File: config.mk
export PLATFORM = sky130hd
export DESIGN_NAME = servant_multi_timer
export DESIGN_NICKNAME = d
export VERILOG_FILES = /design/src/rtl/servant_multi_timer.sv
export SDC_FILE = /design/constraint.sdc
export NUM_CORES = 1
export LEC_CHECK = 0
export CAP_MARGIN = 20
export CORE_ASPECT_RATIO = 1.5
export CORE_MARGIN = 2
export CORE_UTILIZATION = 55
export DETAILED_ROUTE_END_ITERATION = 8
export GPL_TIMING_DRIVEN = 0
export PLACE_DENSITY_LB_ADDON = 0.15
export SYNTH_ARGS = -nofsm -noshare
export SYNTH_HDL_FRONTEND = slang
export SYNTH_SLANG_ARGS = --single-unit
File: constraint.sdc
create_clock -name i_clk -period 4.7 [get_ports i_clk]
set_clock_uncertainty 0.2 [all_clocks]
set_input_delay 1.41 -clock i_clk [delete_from_list [all_inputs] [get_ports i_clk]]
set_output_delay 1.41 -clock i_clk [all_outputs]
set_load 0.01 [all_outputs]
File: src/rtl/servant_multi_timer.sv
// servant_multi_timer
//   Multi-channel Wishbone timer for the servant SoC. CHANNELS independent
//   WIDTH-bit up-counters advance on a shared count tick, derived from the
//   slow time base through a 2^DIVIDER prescaler. Each channel owns a
//   compare register, enable, one-shot/periodic mode, interrupt enable and
//   a sticky pending flag. Everything runs in the i_clk domain.
//
//   Build option: SERVANT_TIMER_SYNC_EN
//     defined   - i_slow is an asynchronous clock; it is synchronised with
//                 two flops and edge-detected with a third, so slow_tick
//                 fires 3 i_clk cycles after the i_slow rising edge.
//     undefined - i_slow is already a synchronous single-cycle enable and
//                 is used directly as slow_tick.
//
//   Ports
//     i_clk, i_rst   system clock, synchronous active-high reset
//     i_slow         slow time base
//     i_wb_adr       word address: [AW-1:2] channel, [1:0] register
//                    (0 CTRL {ie,periodic,en}, 1 CMP, 2 COUNT, 3 STATUS)
//     i_wb_dat       write data
//     i_wb_we        write enable
//     i_wb_cyc       cycle/strobe
//     o_wb_rdt       registered read data, held until the next access
//     o_wb_ack       single-cycle acknowledge, one cycle after cyc
//     o_irq          OR of all channel irq lines
//     o_ch_irq       per-channel irq = pending & ie (registered)
module servant_multi_timer #(
  parameter int WIDTH    = 16,
  parameter int CHANNELS = 2,
  parameter int DIVIDER  = 0,
  parameter int AW       = 3
) (
  input  logic                i_clk,
  input  logic                i_rst,
  input  logic                i_slow,
  input  logic [AW-1:0]       i_wb_adr,
  input  logic [31:0]         i_wb_dat,
  input  logic                i_wb_we,
  input  logic                i_wb_cyc,
  output logic [31:0]         o_wb_rdt,
  output logic                o_wb_ack,
  output logic                o_irq,
  output logic [CHANNELS-1:0] o_ch_irq
);

  localparam int CW = AW - 2;

  // ---------------------------------------------------------------------
  // Slow tick generation
  // ---------------------------------------------------------------------
  logic slow_tick;

`ifdef SERVANT_TIMER_SYNC_EN
  // [0],[1] form the synchroniser, [2] remembers the previous level so a
  // rising edge yields exactly one i_clk-cycle pulse.
  logic [2:0] slow_sync_reg;

  always_ff @(posedge i_clk) begin
    if (i_rst) begin
      slow_sync_reg <= '0;
    end else begin
      slow_sync_reg <= {slow_sync_reg[1:0], i_slow};
    end
  end

  assign slow_tick = slow_sync_reg[1] & ~slow_sync_reg[2];
`else
  assign slow_tick = i_slow;
`endif

  // ---------------------------------------------------------------------
  // Prescaler: one count tick per 2^DIVIDER slow ticks
  // ---------------------------------------------------------------------
  logic cnt_tick;

  generate
    if (DIVIDER > 0) begin : g_pre
      logic [DIVIDER-1:0] prescale_reg;

      always_ff @(posedge i_clk) begin
        if (i_rst) begin
          prescale_reg <= '0;
        end else if (slow_tick) begin
          prescale_reg <= prescale_reg + 1'b1;
        end
      end

      assign cnt_tick = slow_tick & (&prescale_reg);
    end else begin : g_nopre
      assign cnt_tick = slow_tick;
    end
  endgenerate

  // ---------------------------------------------------------------------
  // Bus decode
  // ---------------------------------------------------------------------
  logic          ack_reg;
  logic [31:0]   rdt_reg;
  logic          wb_fire;
  logic [CW-1:0] ch_sel;
  logic [1:0]    reg_sel;
  logic [31:0]   ch_num;
  logic [31:0]   rd_data;

  // An access takes effect on the edge that raises ack; while ack is high
  // the same cyc does not fire again, so each access acts exactly once.
  assign wb_fire = i_wb_cyc & ~ack_reg;
  assign ch_sel  = i_wb_adr[AW-1:2];
  assign reg_sel = i_wb_adr[1:0];
  assign ch_num  = 32'(ch_sel);

  // Register images of each channel, zero-extended to the bus width.
  logic [31:0] ctrl_word   [CHANNELS];
  logic [31:0] cmp_word    [CHANNELS];
  logic [31:0] count_word  [CHANNELS];
  logic [31:0] status_word [CHANNELS];

  // ---------------------------------------------------------------------
  // Channels
  // ---------------------------------------------------------------------
  generate
    for (genvar gi = 0; gi < CHANNELS; gi++) begin : g_ch
      logic             en_reg;
      logic             periodic_reg;
      logic             ie_reg;
      logic             pending_reg;
      logic             irq_reg;
      logic [WIDTH-1:0] cmp_reg;
      logic [WIDTH-1:0] count_reg;

      logic wr_sel;
      logic ctrl_wr;
      logic cmp_wr;
      logic count_wr;
      logic status_wr;
      logic match;

      assign wr_sel    = wb_fire & i_wb_we & (ch_num == 32'(gi));
      assign ctrl_wr   = wr_sel & (reg_sel == 2'd0);
      assign cmp_wr    = wr_sel & (reg_sel == 2'd1);
      assign count_wr  = wr_sel & (reg_sel == 2'd2);
      assign status_wr = wr_sel & (reg_sel == 2'd3);

      // A COUNT write in the same cycle suppresses the tick entirely.
      // ">=" rather than "==" makes a compare lowered below the current
      // count match on the next tick instead of wrapping.
      assign match = cnt_tick & en_reg & ~count_wr & (count_reg >= cmp_reg);

      always_ff @(posedge i_clk) begin
        if (i_rst) begin
          en_reg       <= 1'b0;
          periodic_reg <= 1'b0;
          ie_reg       <= 1'b0;
          pending_reg  <= 1'b0;
          irq_reg      <= 1'b0;
          cmp_reg      <= '0;
          count_reg    <= '0;
        end else begin
          // Counter: bus write beats the tick.
          if (count_wr) begin
            count_reg <= '0;
          end else if (cnt_tick & en_reg) begin
            count_reg <= match ? '0 : count_reg + 1'b1;
          end

          // Control: a CTRL write overrides a one-shot self-disable.
          if (ctrl_wr) begin
            en_reg       <= i_wb_dat[0];
            periodic_reg <= i_wb_dat[1];
            ie_reg       <= i_wb_dat[2];
          end else if (match & ~periodic_reg) begin
            en_reg <= 1'b0;
          end

          if (cmp_wr) begin
            cmp_reg <= i_wb_dat[WIDTH-1:0];
          end

          // Pending: a new match beats a simultaneous clear.
          if (match) begin
            pending_reg <= 1'b1;
          end else if (status_wr & i_wb_dat[0]) begin
            pending_reg <= 1'b0;
          end

          irq_reg <= pending_reg & ie_reg;
        end
      end

      assign ctrl_word[gi]   = {29'd0, ie_reg, periodic_reg, en_reg};
      assign cmp_word[gi]    = 32'(cmp_reg);
      assign count_word[gi]  = 32'(count_reg);
      assign status_word[gi] = {31'd0, pending_reg};
      assign o_ch_irq[gi]    = irq_reg;
    end
  endgenerate

  // ---------------------------------------------------------------------
  // Read mux: channels beyond CHANNELS match no entry and read 0.
  // ---------------------------------------------------------------------
  always_comb begin
    rd_data = '0;
    for (int i = 0; i < CHANNELS; i++) begin
      if (ch_num == 32'(i)) begin
        case (reg_sel)
          2'd0:    rd_data = ctrl_word[i];
          2'd1:    rd_data = cmp_word[i];
          2'd2:    rd_data = count_word[i];
          default: rd_data = status_word[i];
        endcase
      end
    end
  end

  always_ff @(posedge i_clk) begin
    if (i_rst) begin
      ack_reg <= 1'b0;
      rdt_reg <= '0;
    end else begin
      ack_reg <= i_wb_cyc & ~ack_reg;
      if (wb_fire) begin
        rdt_reg <= rd_data;
      end
    end
  end

  assign o_wb_ack = ack_reg;
  assign o_wb_rdt = rdt_reg;
  assign o_irq    = |o_ch_irq;

  // Upper write-data bits have no home when WIDTH < 32.
  logic unused_ok;
  assign unused_ok = &{1'b0, i_wb_dat};

endmodule

# After elaboration in Yosys (flattened, before gate mapping)
# Index checks and enable logic that the tools add are counted.
# classes
addsub	2
n_mul	0
n_div	0
n_lt_le_gt_ge	2
n_eq_ne	3
shift	0
muxes	14
bitwise	29
reduce_logical	9
# op_table
cell	count
case mux 16 bit (3 select lines)	2
two-way mux 16 bit	3
adder 16 x 1 -> 16 bit, second input constant	2
greater-or-equal comparator 16 bit	2
logical NOT 32 bit	1
two-way mux 32 bit	1
AND 1 bit	24
two-way mux 1 bit	8
nonzero test 2 bit	4
OR reduction 2 bit	3
NOT 1 bit	5
== test 2 bit, second input constant	2
== test 2 x 1 -> 1 bit, second input constant	1
logical NOT 2 bit	1
# word_totals
register_bits	107
latchBits	0
ramBits	0
romBits	0
input_bits	40
elab_cells	75
mem_count	0

# Depth between registers and ports, before layout
# Gate-level depths: netlist of run 1.
# logic_depth
depth_word	11
mapped_depth	8
ltp_nobuf	7

# Worst setup path before layout of run 1
# No wires, ideal clock.
# synth_timing
path_kind	input-to-reg
startpoint	input i_slow
endpoint	register g_ch[1].count_reg[13]
setup_ps	132
arrival_ps	2483
required_ps	4368
setup_slack_ps	1885
cell_stages	6
path_buffers	1
cell_sequence	buf_2 nand3_1 or3_1 nor3_1 xnor2_1 nor3_1
# synth_between
elab_chain_len	4
# synth_rtl
item	line_no	rtl
start, declared	35	input logic i_slow,
AND 1 bit (*)	147, 162	
AND 1 bit (2 in series)	147	assign match = cnt_tick & en_reg & ~count_wr & (count_reg >= cmp_reg);
two-way mux 16 bit	163	count_reg <= match ? '0 : count_reg + 1'b1;
end signal, assigned	163	
end, declared	129	logic [WIDTH-1:0] count_reg;
# Every way passes the cells marked *; elsewhere a longest branch is shown, timed or not.
# A chain may end at the register's enable or synchronous reset.

# Worst setup path after layout of run 1
# layout_timing
startpoint	input i_wb_adr[2]
endpoint	register g_ch[1].count_reg[2]
# layout_between
elab_chain_len	6
elab_cells_between_ends	7
cone_classes	1 x mux; 5 x bitwise; 1 x reduce/logical
# layout_rtl
item	line_no	rtl
start, declared	36	input logic [AW-1:0] i_wb_adr,
AND 1 bit (*)	138	assign wr_sel = wb_fire & i_wb_we & (ch_num == 32'(gi));
AND 1 bit (*)	141	assign count_wr = wr_sel & (reg_sel == 2'd2);
NOT 1 bit	147	
AND 1 bit (2 in series)	147	
two-way mux 16 bit	163	
# Marks and branches as above.

==> out/qor.yml, run 1 <==
p_int_uw: 1320
switching_share_pct: 23.4
dieArea_mm2: 0.00996
die_x_um: 82.2
htree_levels: 3
routed_via_density: 5.77
ant_nets: 0
initial_core_util_pct: 56.8
fin_crit_sh_pct: 75.2
crit_type: "input pin to flop"
synth-edff-count: 0
worstSkewPairLatency_ns: 0.35
fin_cells: 803
avgSynthCellArea_um2: 8.12
antenna_found_initial: 0
synth_warnings: 0
grt-ovfl-total: 0
powerDensity_mw_per_mm2: 289
port_buffers: 42
yosysUniqueCellTypes: 54
cts_tree: "yes"
gp_congestion: 0.926
ys_seq_area_share_pct: 36.1
core_mm2: 0.00888
crit_fanout: 10
wirelength_mm: 13.3
firstDrtPassIters: 5
pwr-share-clk_pct: 45.2
netlist_area_mm2: 0.00504
reg2reg_depth: 8
ios: 76
clk_pin_slew_ns: 0.06
syn2layout_area_growth_pct: 18.5
initialDrtViolationCount: 305
final_max_slew_viol_count: 0
hpwlAfterDp_mm: 10.4
drive_gt1_share_pct: 7.94
grt_usage_pct: 28.5
cap_viol_max_count: 0
ctsResizeCount: 0
grt_pass1_vias: 4489
relSlewSlack_pct: 57.3
post_drt_wl_per_cell_um: 16.6
clock_path_buffers: 2
cts_root_buf: "clkbuf_16"
via_count: 4635
numCtsBuffers: 9
clkSinkCount: 91
hold_buffers: 0
ys_seq_elements: 91
final.setup.tns_ns: 0
setup_viol: 0
nets: 763
combPwrFrac_pct: 9.1
cts_setup_buffers: 0
synthArstFlopShare_pct: 0
p_sw_uw: 403
final_hold_viol_count: 0
vdd_ir_drop_max_mv: 0.228
arrival_ns: 3.55
power.static_leakage_uw: 0.00213
n_antenna_cell: 0
cp-start-kind: "input pin"
hold_depth: 2
worstPathRequired_ns: 4.72
rsz0062_at_grt: "no"
tightest_slew_ns: 0.625
status: "finished, final reports clean"
grt_max_degree: 15
min_period_ns: 3.53
place_inst: 788
hold_start: "g_ch[1].ie_reg"
drc_errors: 0
grt_pass1_wl_mm: 21.5
reg2reg_from: "g_ch[1].cmp_reg[13]"
row_count: 42
synth_cells: 621
die_h_um: 121
hp-class: "flop to flop"
fmax_ghz: 0.283
ys.flop_type: "dfxtp_1"
reg2reg_to: "g_ch[1].count_reg[2]"
r2r_slack_ns: 2.00
whs_endpoint: "g_ch[1].ie_reg"
p_seq_share_pct: 45.7
end_kind: "flop"
kinds of logic after synthesis:
kind of cell | Yosys count | share of synthesized area [%]
AO/OA/AOI/OAI | 139 | 18.3
XOR/XNOR | 28 | 4.86
adder cells (fa/ha/maj) | 34 | 8.44
buffers and inverters | 92 | 8.51
flip-flops | 91 | 36.1
multiplexers | 5 | 1.49
other | 1 | 0.0744
AND/OR/NAND/NOR | 231 | 22.2
metrics by stage:
step | hold slack [ns] | setup slack, ns | area [um^2] | total power, uW | util [%]
floorplan | 0.244 | 1.89 | 5100 | 894 | -
global placement | 0.257 | 0.889 | 5660 | 956 | 63.7
detailed placement | 0.262 | 0.833 | 5660 | 959 | 63.7
CTS | 0.273 | 1.19 | 5970 | 1730 | 67.3
global route | 0.292 | 1.01 | 5970 | 1780 | 67.3
finish | 0.273 | 1.17 | 5970 | 1730 | 67.3
routing by layer:
metal	routed length [um]	global-route usage (%)	part of all wire [%]	vias up
li1	-	-	-	2298
met1	5250	33.0	39	2163
met2	7020	49.7	53	134
met3	520	4.46	3.9	40
met4	548	14.0	4.1	0
met5	0	0	0	-
cell usage in the layout, fill, tap and decap left out, types with 3 or more instances in the layout:
cell type and instances:
nor2_1 34, o21ai_0 7, a22oi_1 13, xor2_1 9, nor2b_1 5, and4_1 3, a221oi_1 13, ha_1 34
buf_4 18, nor3_2 10, nand4_1 13, conb_1 16, and3_1 8, o211ai_1 3, nand3_1 17, a211oi_1 15
clkbuf_1 25, mux2i_1 3, buf_2 7, clkdlybuf4s50_1 42, dfxtp_1 91, nand2b_1 3, a21oi_1 63, nor3_1 29
and2_1 3, or3_1 3, clkbuf_16 9, xnor2_1 19, inv_1 40, nand2_1 97
how the worst max path moves through the flow:
stage / from / endpoint / slack (ns)
2_1_floorplan: i_slow / g_ch[1].count_reg[13] / 1.89
3_3_place_gp: i_wb_adr[2] / g_ch[1].count_reg[6] / 0.89
3_5_place_dp: i_wb_adr[2] / g_ch[1].count_reg[2] / 0.83
4_1_cts: i_wb_adr[2] / g_ch[1].count_reg[2] / 1.19
5_1_grt: i_wb_adr[0] / g_ch[1].cmp_reg[13] / 1.01
6_report: i_wb_adr[2] / g_ch[1].count_reg[2] / 1.17
layout make-up:
cell class | count | area [um^2]
Buffer | 52 | 279
Tap cell | 110 | 138
Timing Repair Buffer | 42 | 420
Clock inverter | 4 | 75.1
Multi-Input combinational cell | 453 | 2850
Clock buffer | 11 | 243
Sequential cell | 91 | 1820
Fill cell | 790 | 2910
Inverter | 40 | 150
worst max-delay path, cell delays in order:
cell,delay (ns)
clkdlybuf4s50_1,0.66
and4b_1,0.24
clkbuf_1,0.31
nand2_1,0.09
nand2_1,0.33
clkbuf_1,0.41
nor3_1,0.10
cells in the mapped netlist, types with 2 or more instances:
cell       instances  share of area, %
o2111ai_1          2              0.35
nand2b_1           3              0.37
nor3_2            10               2.0
nor2_1            34               2.5
a22oi_1           13               1.9
o21ai_0            7              0.69
or3_1              3              0.37
and4_1             3              0.52
buf_2              7              0.69
o211ai_1           3              0.45
mux2i_1            3              0.60
a2bb2oi_1          2              0.35
a21oi_1           63               6.3
nand3_1           17               1.7
xnor2_1           19               3.3
mux4_2             2              0.89
xor2_1             9               1.6
o31ai_1            2              0.30
o21a_1             2              0.30
a31oi_1            2              0.25
o2bb2ai_1          2              0.35
nor2b_1            5              0.62
a221oi_1          13               2.3
ha_1              34               8.4
and2_1             3              0.37
a211oi_1          15               2.2
o22ai_1            2              0.25
inv_1             40               3.0
buf_4             18               2.7
and3_1             8              0.99
buf_1              2              0.15
nand2_1           97               7.2
nor3_1            29               2.9
clkbuf_1          24               1.8
nor4_1             2              0.25
dfxtp_1           91                36
nand4_1           13               1.6
power groups by stage:
stage | Sequential (uW) | Clock, uW | Combinational, uW
after floorplan | 806 | 0 | 87.9
after global placement | 806 | 0 | 151
after detailed placement | 806 | 0 | 154
after CTS | 788 | 786 | 155
after global routing | 789 | 819 | 170
final | 789 | 780 | 157
Power figures use the tool's default switching activity.
==> run 2: changes to the inputs <==
--- a/config.mk
+++ b/config.mk
@@ -8,7 +8,7 @@
 export CAP_MARGIN = 20
 export CORE_ASPECT_RATIO = 1.5
 export CORE_MARGIN = 2
-export CORE_UTILIZATION = 55
+export CORE_UTILIZATION = 49
 export DETAILED_ROUTE_END_ITERATION = 8
 export GPL_TIMING_DRIVEN = 0
 export PLACE_DENSITY_LB_ADDON = 0.15
==> constraint.sdc (replaced) <==
create_clock -name i_clk -period 3.2 [get_ports i_clk]
set_clock_uncertainty 0.2 [all_clocks]
set_input_delay 0.96 -clock i_clk [delete_from_list [all_inputs] [get_ports i_clk]]
set_output_delay 0.96 -clock i_clk [all_outputs]
set_load 0.01 [all_outputs]
==> out/qor.yml, run 2 (same netlist as run 1, synthesis figures left out) <==
grt_max_degree: 14
crit_type: "input pin to flop"
via_count: 4583
grt_usage_pct: 24.6
final_hold_viol_count: 0
firstDrtPassIters: 4
hpwlAfterDp_mm: 10.6
end_kind: "flop"
port_buffers: 42
final_util_pct: 59.0
power.static_leakage_uw: 0.00212
drive_gt1_share_pct: 7.79
gp_congestion: 0.894
multiInputGateArea_mm2: 0.00285
critPathMaxStageDelay_ns: 0.49
worstPathRequired_ns: 3.27
slowest_stage: "clkdlybuf4s50_1"
hold_buffers: 0
status: "finished, final reports clean"
use_met3_pct: 2.70
min_period_ns: 2.93
fill_cells: 939
post_drt_wl_per_cell_um: 16.4
cap_viol_max_count: 0
n_antenna_cell: 0
cts_tree: "yes"
cp-start-kind: "input pin"
dieArea_mm2: 0.0111
drc_errors: 0
htree_levels: 3
row_count: 45
reg2reg_to: "g_ch[1].count_reg[4]"
clock_path_buffers: 2
rsz0062_at_grt: "no"
grt-ovfl-total: 0
final_max_slew_viol_count: 0
grt_pass1_vias: 4470
ios: 76
worstSkewPairLatency_ns: 0.34
grt-busiest-layer: "met2"
cts_root_buf: "clkbuf_16"
clkSinkCount: 91
total_power_uw: 2440
crit_path_cell_trace: "clkdlybuf4s50_1 -> nor2b_1 -> buf_2 -> buf_1 -> a22oi_1 -> a211oi_1 -> a21oi_1 -> nor2_1"
die_h_um: 128
setup_viol: 0
syn2layout_area_growth_pct: 18.0
core_mm2: 0.0101
ff_latch_area_mm2: 0.00182
crit_fanout: 10
hold_start: "g_ch[0].cmp_reg[7]"
relSlewSlack_pct: 53.9
numCtsBuffers: 9
hold_depth: 2
mostFrequentLayoutCell: "nand2_1"
die_x_um: 86.8
reg2reg_depth: 8
r2r_slack_ns: 0.50
antenna_found_initial: 0
grt_pass1_wl_mm: 21.5
grt_util_met2_pct: 44.1
tightest_slew_ns: 0.674
most-common-layout-cells: "97 x nand2_1, 91 x dfxtp_1, 63 x a21oi_1, 42 x clkdlybuf4s50_1, 40 x inv_1"
fin_crit_sh_pct: 91.5
nets: 762
powerDensity_mw_per_mm2: 411
clk_pin_slew_ns: 0.06
wirelength_mm: 13.3
fmax_ghz: 0.341
reg2reg_from: "g_ch[1].cmp_reg[15]"
crit_path_start: "i_wb_adr[1]"
fin_hold_ws_ns: 0.275
final.setup.tns_ns: 0
vdd_ir_drop_max_mv: 0.275
routed_via_density: 5.66
whs_endpoint: "g_ch[0].cmp_reg[7]"
hp-class: "flop to flop"
grt_util_met1_pct: 28.4
arrival_ns: 3.00
initial_core_util_pct: 50.0
ant_nets: 0
initialDrtViolationCount: 237
-- run 2: changes by cell type in the layout (fill, tap and decap cells not counted), sizes merged --
cell / delta
clkinv: +1
clkbuf: +2
clkinvlp: -2
bufinv: -1
-- run 2: layout make-up --
type / count / area share, %
timing repair buffer: 42 / 7.06
sequential: 91 / 30.6
clock inverter: 2 / 0.589
multi-input combinational: 453 / 47.8
clock buffer: 14 / 4.27
inverter: 40 / 2.52
buffer: 51 / 4.65
tap: 117 / 2.46
-- run 2: worst max-delay path: cells and delay by family --
kind            cells  cell delay, ns
buf+inv             3            1.18
compound gates      3            0.53
simple gates        2            0.33
-- run 2: timing repair --
item | CTS | global route
endpoints found under the setup margin | 0 | 29
setup buffers | 0 | 0
resized for setup | 0 | 2
-- run 2: layer usage --
layer | part of all wire, % | vias up
met3 | 3.8 | 33
li1 | - | 2295
met1 | 40 | 2148
met2 | 53 | 107
met4 | 3.1 | 0
met5 | 0 | -
-- run 2: stage by stage --
| step | worst slack (ns) | std cells | instance area [um^2] |
|---|---|---|---|
| 6_report | 0.271 | 810 | 5950 |
| 5_1_grt | 0.0692 | 810 | 5950 |
| 4_1_cts | 0.103 | 811 | 5950 |
| 3_5_place_dp | -0.232 | 795 | 5660 |
| 3_3_place_gp | -0.170 | 795 | 5660 |
| 2_1_floorplan | 0.835 | 636 | 5100 |
-- run 2: worst max path at each step --
stage                                  to  slack [ns]  cells past startpoint
global route                  o_wb_rdt[6]        0.07                      8
floorplan           g_ch[1].count_reg[13]        0.84                      6
global placement      g_ch[1].cmp_reg[12]       -0.17                      7
detailed placement    g_ch[1].cmp_reg[11]       -0.23                      7
finish                       o_wb_rdt[12]        0.27                      8
CTS                   g_ch[1].cmp_reg[11]        0.10                      7
-- run 2: report_power, final --
| group | switching (uW) | total [uW] | leakage [uW] | internal, uW |
|---|---|---|---|---|
| clock | 428 | 1050 | 0.000141 | 627 |
| sequential | 11.4 | 1160 | 0.000735 | 1150 |
| combinational | 136 | 230 | 0.00125 | 93.5 |
| total | 576 | 2440 | 0.00212 | 1870 |
==> run 3: changes to the inputs <==
--- a/config.mk
+++ b/config.mk
@@ -8,7 +8,7 @@
 export CAP_MARGIN = 20
 export CORE_ASPECT_RATIO = 1.5
 export CORE_MARGIN = 2
-export CORE_UTILIZATION = 49
+export CORE_UTILIZATION = 35
 export DETAILED_ROUTE_END_ITERATION = 8
 export GPL_TIMING_DRIVEN = 0
 export PLACE_DENSITY_LB_ADDON = 0.15
==> out/qor.yml, run 3 (same netlist as run 1, synthesis figures left out) <==
final_hold_viol_count: 0
powerDensity_mw_per_mm2: 410
worstSkewPairLatency_ns: 0.34
setup_viol: 0
min_period_ns: 3.03
p_sw_uw: 585
syn2layout_area_growth_pct: 20.3
p_int_uw: 1900
dieArea_mm2: 0.0154
place_inst: 870
clkSinkCount: 91
grt_util_met1_pct: 22.1
p_seq_share_pct: 46.6
core_mm2: 0.0141
die_x_um: 102
initial_core_util_pct: 35.9
clk_pin_slew_ns: 0.06
switching_share_pct: 23.5
ant_nets: 0
worstPathRequired_ns: 3.26
grt_pass1_wl_mm: 22.9
use_met3_pct: 2.35
nets: 763
most-common-layout-cells: "97 x nand2_1, 91 x dfxtp_1, 63 x a21oi_1, 42 x clkdlybuf4s50_1, 40 x inv_1"
vdd_ir_drop_max_mv: 0.290
crit_type: "input pin to flop"
firstDrtPassIters: 5
relSlewSlack_pct: 56.8
cp-start-kind: "input pin"
drive_gt1_share_pct: 8.24
ios: 76
grt_util_met2_pct: 35.8
hpwlAfterDp_mm: 11.4
gp_congestion: 0.850
fin_cells: 884
routed_via_density: 5.14
wirelength_mm: 14.3
grt-busiest-layer: "met2"
via_count: 4542
fmax_ghz: 0.330
n_antenna_cell: 0
fin_crit_sh_pct: 94.8
drc_errors: 0
end_kind: "flop"
rsz0062_at_grt: "no"
hp-class: "flop to flop"
power.static_leakage_uw: 0.00214
fin_hold_ws_ns: 0.275
grt-ovfl-total: 0
pwr-share-clk_pct: 44.0
combPwrFrac_pct: 9.4
crit_fanout: 10
numCtsBuffers: 9
port_buffers: 42
status: "finished, final reports clean"
tightest_slew_ns: 0.631
cap_viol_max_count: 0
grt_pass1_vias: 4486
htree_levels: 3
grt_usage_pct: 19.3
mostFrequentLayoutCell: "nand2_1"
cts_root_buf: "clkbuf_16"
die_h_um: 151
grt_max_degree: 14
row_count: 53
final_max_slew_viol_count: 0
arrival_ns: 3.10
initialDrtViolationCount: 165
clock_path_buffers: 2
antenna_found_initial: 0
cts_tree: "yes"
post_drt_wl_per_cell_um: 16.2
hold_buffers: 0
## run 3: changes by cell type in the layout (fill, tap and decap cells not counted)
cell	before	now
clkbuf_2	1	2
clkbuf_8	1	3
clkbuf_1	26	22
## run 3: worst max-delay path, stage by stage
cell	delay, ns
clkdlybuf4s50_1	0.67
and4b_1	0.24
clkbuf_1	0.29
and2_1	0.18
clkbuf_1	0.27
buf_2	0.27
nand2_1	0.07
a21oi_1	0.12
## run 3: power groups by stage
stage	Combinational, uW	Clock [uW]	Sequential [uW]
2_1_floorplan	129	0	1180
6_report	233	1090	1160
3_3_place_gp	230	0	1180
5_1_grt	253	1160	1160
4_1_cts	233	1120	1160
3_5_place_dp	232	0	1180
## run 3: worst paths after layout
path / cells after the start / end / from / slack [ns]
setup / recovery: 8 / g_ch[1].cmp_reg[9] / i_wb_adr[2] / 0.17
hold / removal: 2 / g_ch[0].cmp_reg[13] / g_ch[0].cmp_reg[13] / 0.27
setup reg to reg: 8 / g_ch[1].count_reg[13] / g_ch[1].cmp_reg[13] / 0.47
hold reg to reg: 2 / g_ch[0].cmp_reg[13] / g_ch[0].cmp_reg[13] / 0.27
## run 3: per-layer routing
layer	routed length [um]	vias to the layer above
li1	-	2299
met1	5910	2139
met2	7620	79
met3	403	25
met4	361	0
met5	0	-
## run 3: area by class of cell
type | instances | area, um^2
sequential | 91 | 1820
multi-input combinational | 453 | 2850
fill | 1481 | 8000
buffer | 52 | 282
inverter | 40 | 150
tap | 192 | 240
clock inverter | 2 | 35.0
timing repair buffer | 42 | 420
clock buffer | 12 | 267
## run 3: metrics by stage
step,area [um^2],utilization (%),TNS (ns),worst slack (ns),total power [uW]
global route,6060,43.1,0,0.0188,2580
global placement,5760,41.0,-7.17,-0.248,1410
finish,6060,43.1,0,0.166,2490
detailed placement,5760,41.0,-8.97,-0.312,1420
CTS,6060,43.1,0,0.0252,2510
floorplan,5100,-,0,0.835,1310
## run 3: timing repair
item,CTS,global route
setup endpoints to repair,0,30
gates resized for setup,0,4
setup buffers,0,0
